==> config.mk <==
export PLATFORM = sky130hd
export DESIGN_NAME = approx_add_err_monitor
export DESIGN_NICKNAME = d
export VERILOG_FILES = /design/src/rtl/approx_add_err_monitor_pkg.sv /design/src/rtl/approx_add_err_calc.sv /design/src/rtl/approx_add_err_monitor.sv
export SDC_FILE = /design/constraint.sdc
export NUM_CORES = 1
export LEC_CHECK = 0
export BUFFER_PORTS_ARGS = -buffer_cell sky130_fd_sc_hd__buf_2
export CORE_MARGIN = 4
export CORE_UTILIZATION = 40
export CTS_CLUSTER_DIAMETER = 30
export DETAILED_ROUTE_END_ITERATION = 8
export PLACE_DENSITY = 0.57
export SLEW_MARGIN = 20
export SYNTH_ARGS = -nofsm -noshare
export SYNTH_HDL_FRONTEND = slang
export SYNTH_SLANG_ARGS = --single-unit
==> constraint.sdc <==
create_clock -name clk -period 6.86 [get_ports clk]
set_clock_uncertainty 0.05 [all_clocks]
set_input_delay 1.029 -clock clk [delete_from_list [all_inputs] [get_ports clk]]
set_output_delay 1.029 -clock clk [all_outputs]
set_load 0.05 [all_outputs]
==> src/rtl/approx_add_err_monitor_pkg.sv <==
// Shared parameters and helpers for the approximate-adder error monitor.
package approx_pkg;

  localparam int WIDTH_DEF = 16;
  localparam int CNT_W_DEF = 32;
  localparam int ACC_W_DEF = 48;

  function automatic int ed_w(input int width);
    return width + 1;
  endfunction

  // True when acc + inc would exceed the all-ones value of a w-bit field (w <= 64).
  function automatic logic sat_add_ovf(input logic [63:0] acc, input logic [63:0] inc, input int w);
    logic [64:0] sum;
    logic [64:0] ceil;
    sum  = {1'b0, acc} + {1'b0, inc};
    ceil = (65'd1 << w) - 65'd1;
    return (sum > ceil);
  endfunction

endpackage

==> src/rtl/approx_add_err_calc.sv <==
// Combinational error distance |exact - approximate| for one adder tuple.
module approx_add_err_calc
  import approx_pkg::*;
#(
  parameter  int WIDTH = WIDTH_DEF,
  localparam int ED_W  = ed_w(WIDTH)
) (
  input  logic [WIDTH-1:0] i_a,
  input  logic [WIDTH-1:0] i_b,
  input  logic             i_cin,
  input  logic [WIDTH-1:0] i_sum,
  input  logic             i_cout,
  output logic [ED_W-1:0]  o_ed
);

  logic [ED_W-1:0] w_exact;
  logic [ED_W-1:0] w_approx;

  assign w_exact  = {1'b0, i_a} + {1'b0, i_b} + {{WIDTH{1'b0}}, i_cin};
  assign w_approx = {i_cout, i_sum};
  assign o_ed     = (w_exact >= w_approx) ? (w_exact - w_approx) : (w_approx - w_exact);

endmodule

==> src/rtl/approx_add_err_monitor.sv <==
// Streaming error-statistics monitor: S1 captures the error distance of each
// accepted tuple, S2 folds it into saturating counters and the running maximum.
module approx_add_err_monitor
  import approx_pkg::*;
#(
  parameter  int WIDTH = WIDTH_DEF,
  parameter  int CNT_W = CNT_W_DEF,
  parameter  int ACC_W = ACC_W_DEF,
  localparam int ED_W  = ed_w(WIDTH)
) (
  input  logic             clk,
  input  logic             rst_n,
  input  logic             clear,
  input  logic             s_valid,
  output logic             s_ready,
  input  logic [WIDTH-1:0] s_a,
  input  logic [WIDTH-1:0] s_b,
  input  logic             s_cin,
  input  logic [WIDTH-1:0] s_sum,
  input  logic             s_cout,
  output logic             busy,
  output logic [CNT_W-1:0] sample_cnt,
  output logic [CNT_W-1:0] err_cnt,
  output logic [ACC_W-1:0] ed_sum,
  output logic [ED_W-1:0]  ed_max,
  output logic             sat
);

  logic             w_accept;
  logic [ED_W-1:0]  w_ed;
  logic [ACC_W-1:0] w_ed_ext;
  logic             w_ed_nz;
  logic             w_cnt_ovf;
  logic             w_err_ovf;
  logic             w_sum_ovf;

  logic             r_s1_valid;
  logic [ED_W-1:0]  r_s1_ed;
  logic [CNT_W-1:0] r_sample_cnt;
  logic [CNT_W-1:0] r_err_cnt;
  logic [ACC_W-1:0] r_ed_sum;
  logic [ED_W-1:0]  r_ed_max;
  logic             r_sat;

  approx_add_err_calc #(.WIDTH(WIDTH)) u_calc (
    .i_a    (s_a),
    .i_b    (s_b),
    .i_cin  (s_cin),
    .i_sum  (s_sum),
    .i_cout (s_cout),
    .o_ed   (w_ed)
  );

  // Accounting never stalls, so acceptance is blocked only by reset or clear.
  assign s_ready  = rst_n & ~clear;
  assign w_accept = s_valid & s_ready;

  assign w_ed_ext  = ACC_W'(r_s1_ed);
  assign w_ed_nz   = (r_s1_ed != {ED_W{1'b0}});
  assign w_cnt_ovf = sat_add_ovf(64'(r_sample_cnt), 64'd1, CNT_W);
  assign w_err_ovf = w_ed_nz & sat_add_ovf(64'(r_err_cnt), 64'd1, CNT_W);
  assign w_sum_ovf = sat_add_ovf(64'(r_ed_sum), 64'(r_s1_ed), ACC_W);

  // Reset and clear both drop the in-flight sample and zero every statistic.
  always_ff @(posedge clk) begin
    if (!rst_n || clear) begin
      r_s1_valid   <= 1'b0;
      r_s1_ed      <= {ED_W{1'b0}};
      r_sample_cnt <= {CNT_W{1'b0}};
      r_err_cnt    <= {CNT_W{1'b0}};
      r_ed_sum     <= {ACC_W{1'b0}};
      r_ed_max     <= {ED_W{1'b0}};
      r_sat        <= 1'b0;
    end else begin
      r_s1_valid <= w_accept;
      if (w_accept) begin
        r_s1_ed <= w_ed;
      end
      if (r_s1_valid) begin
        r_sample_cnt <= w_cnt_ovf ? {CNT_W{1'b1}} : (r_sample_cnt + CNT_W'(1));
        if (w_ed_nz) begin
          r_err_cnt <= w_err_ovf ? {CNT_W{1'b1}} : (r_err_cnt + CNT_W'(1));
        end
        r_ed_sum <= w_sum_ovf ? {ACC_W{1'b1}} : (r_ed_sum + w_ed_ext);
        if (r_s1_ed > r_ed_max) begin
          r_ed_max <= r_s1_ed;
        end
        r_sat <= r_sat | w_cnt_ovf | w_err_ovf | w_sum_ovf;
      end
    end
  end

  assign busy       = r_s1_valid;
  assign sample_cnt = r_sample_cnt;
  assign err_cnt    = r_err_cnt;
  assign ed_sum     = r_ed_sum;
  assign ed_max     = r_ed_max;
  assign sat        = r_sat;

endmodule

==> out/results.tsv <==
metric	value	unit
status	finished, final reports clean	
CP max FO	10	
TritonCTS Buffers	17	
startpoint type of the worst setup path	input port	
cts repair resizes	0	
die area	30900	um2
Yosys cell types	70	
Worst Max-Slew Pin Slew	932	ps
CTS max path bufs	2	
Internal	1.69	mW
final setup vio count	0	
Avg Synthesized Cell Area	7.60	um2
Pwr per Cell Area	195	nW/um2
Synth Cell Area	11300	um2
final count of hold timing violations	0	
RR Startpoint	err_cnt[0]	
vias in the first global route	11000	
R2R setup slack	1890	ps
Syn Nets	1628	
P_leak	5.35	nW
final wirelength	35.7	mm
initial antenna violation count	0	
Setup Fix Bufs, Post-CTS	0	
cell at the root of the clock tree	clkbuf_16	
min cycle time layout	6090	ps
Buf/Inv on CP	2	
FF-to-FF End	err_cnt[8]	
Critical path origin	s_a[0]	
max-cap violation count	0	
width of the chip	176	um
CTS Hold Bufs	0	
Clock power frac	37.0	%
DRT Pass-1 Iters	7	
clk slew on worst S/H paths	70	ps
Top delay family on crit path	compound AO/OA/AOI/OAI gates	
TNS Setup	0	ps
Slowest-stage cell, CP	a41oi_2	
final worst slack	768	ps
post-route clock period utilization	88.8	%
data arrival time of the critical path	6340	ps
num ports	186	
largest net degree at the start of global routing	75	
CTS tree	built	
fin nets	1763	
Synth Instances	1483	
Crit path required time	7110	ps
HPWL after DPL	26.3	mm
GR Overflow Total	0	
Worst slew margin	37.3	%
# diodes	0	
Cell Area, Placed	12500	um2
post-synthesis sequential area ratio	26.3	%
clock latency on the worst-skew pair	430	ps
site row count	61	
Hold WC Path Type	reg -> reg	
Psw	0.850	mW
Hold Path End	ed_max[5]	
CP Cell Sequence	buf_2, fa_1, inv_1, fa_1, nor2b_1, o21ai_0, a21boi_0, o21ai_0, a21oi_1, a41oi_1, nor2b_1, xnor2_1, ha_1, a21oi_1, nand2b_1, o21ai_0, nand4_1, a41oi_2, mux2i_1, a221oi_1, o311a_1, or3_1	
Seq pwr share	35.8	%
top-area cell type share of the netlist area	26.3	%
Placeable Area	27800	um2
RSZ-0062 raised after global routing	no	
f_max	164	MHz
Worst R2R Path Depth	10	
kind of end point of the critical path	register	
Yosys reg bits	148	
vias per cell	5.79	
dominant synthesized flop cell	dfxtp_1	
DR iter-0 viols	873	
Async SR Flop Fraction	0	%
Hold Path Depth	2	
dominant cell type by count on the critical path	o21ai_0	
combinational cell fraction of total power	27.1	%
Final Instance Area	13000	um2
Starting Density	40.6	%
most numerous cell in the Yosys netlist	dfxtp_1	
via count	11600	
Critical Setup Path Class	in -> reg	
sw frac	33.4	%
Post-synth EDFFs	0	
share of layout cells above drive strength 1	15.9	%
synth top area cells	dfxtp_1 (26%), ha_1 (9.5%), a21oi_1 (4.7%)	
clock sink total	148	
global-route wire length before repair	57.8	mm
RePlAce Congestion	0.918	
# DRC	0	
antenna-violating nets left	0	
Port-buffer cells	185	
htree depth	4	
Die H	176	um
worst ir drop on vdd	164	uV
HP Start	ed_max[5]	
cell accounting for the most synthesized area	dfxtp_1	
pre-CTS setup slack	356	ps
Crit path largest cell delay	560	ps
max-slew violations	0	
YS warnings	0	
routed len/inst	17.8	um
Post-synth top cells	dfxtp_1 (148), nor2_1 (124), a21oi_1 (105)	
Tot GR Track Use	22.5	%
Layout area overhead	15.7	%
==> cells in the final DEF, fill, tap and decap left out, types with 25 or more instances in the layout <==
cell	instances
buf_2	185
dfxtp_1	147
nor2_1	123
o21ai_0	104
a21oi_1	104
nand2_1	101
inv_1	91
ha_1	86
nand3_1	73
nor3_1	52
and3_1	43
nand4_1	40
xnor2_1	37
mux2i_1	33
a211oi_1	32
a21o_1	27
nor4_1	25
==> routing by layer <==
layer / GRT usage, % / part of all wire (%)
met2: 38.1 / 47
met5: 0 / 0
met4: 6.37 / 1.9
met3: 3.40 / 5.1
met1: 29.9 / 46
==> kinds of logic (layout without fill, tap and decap cells) <==
family / count (synthesis) / count (layout) / synth area share [%]
fa+ha+maj: 91 / 91 / 10.4
mux: 35 / 35 / 3.13
xor+xnor: 57 / 57 / 4.50
simple gates: 556 / 556 / 25.4
flops: 148 / 148 / 26.3
buf+inv: 172 / 320 / 5.93
compound gates: 424 / 424 / 24.3
==> how the worst max path moves through the flow <==
| stage | endpoint | cells after the start |
|---|---|---|
| finish | r_s1_ed[15] | 22 |
| floorplan | r_s1_ed[16] | 25 |
| global route | r_s1_ed[15] | 24 |
| detailed placement | r_s1_ed[15] | 24 |
| CTS | r_s1_ed[15] | 24 |
| global placement | r_s1_ed[15] | 24 |
==> through the flow <==
| stage | hold WS, ps | total power [mW] | std cells | utilization (%) |
|---|---|---|---|---|
| 6_report | 422 | 2.54 | 2009 | 46.9 |
| 5_1_grt | 456 | 2.69 | 2009 | 46.9 |
| 4_1_cts | 429 | 2.57 | 2009 | 46.9 |
| 3_5_place_dp | 417 | 1.62 | 1977 | 44.8 |
| 3_3_place_gp | 409 | 1.62 | 1977 | 44.8 |
| 2_1_floorplan | 429 | 1.44 | 1483 | - |
==> power by group through the flow <==
stage                     combinational (mW)  sequential [mW]  clock [mW]
after detailed placement               0.688            0.931           0
after global routing                   0.769            0.913        1.01
after global placement                 0.685            0.930           0
final                                  0.690            0.911       0.941
after floorplan                        0.501            0.937           0
after CTS                              0.691            0.911       0.967
==> state kept, by name, indices dropped and copies added (netlist names) <==
name,cells
r_s1_ed,17
busy,1
ed_sum,48
err_cnt,32
sat,1
ed_max,17
sample_cnt,32
==> area by class of cell <==
class	instances	area, um2
fillers	2877	14700
multi-input cells	1163	7660
flip-flops and latches	148	2960
repair buffers	196	1010
well taps	378	473
clock buffers	21	470
inverters	92	345
clock inverters	11	118
==> worst min-delay path: stages (launching register included) <==
cell     delay, ps
dfxtp_1        320
nand2_1         50
mux2i_1         50
No activity file was read; power rests on OpenSTA's default activity.
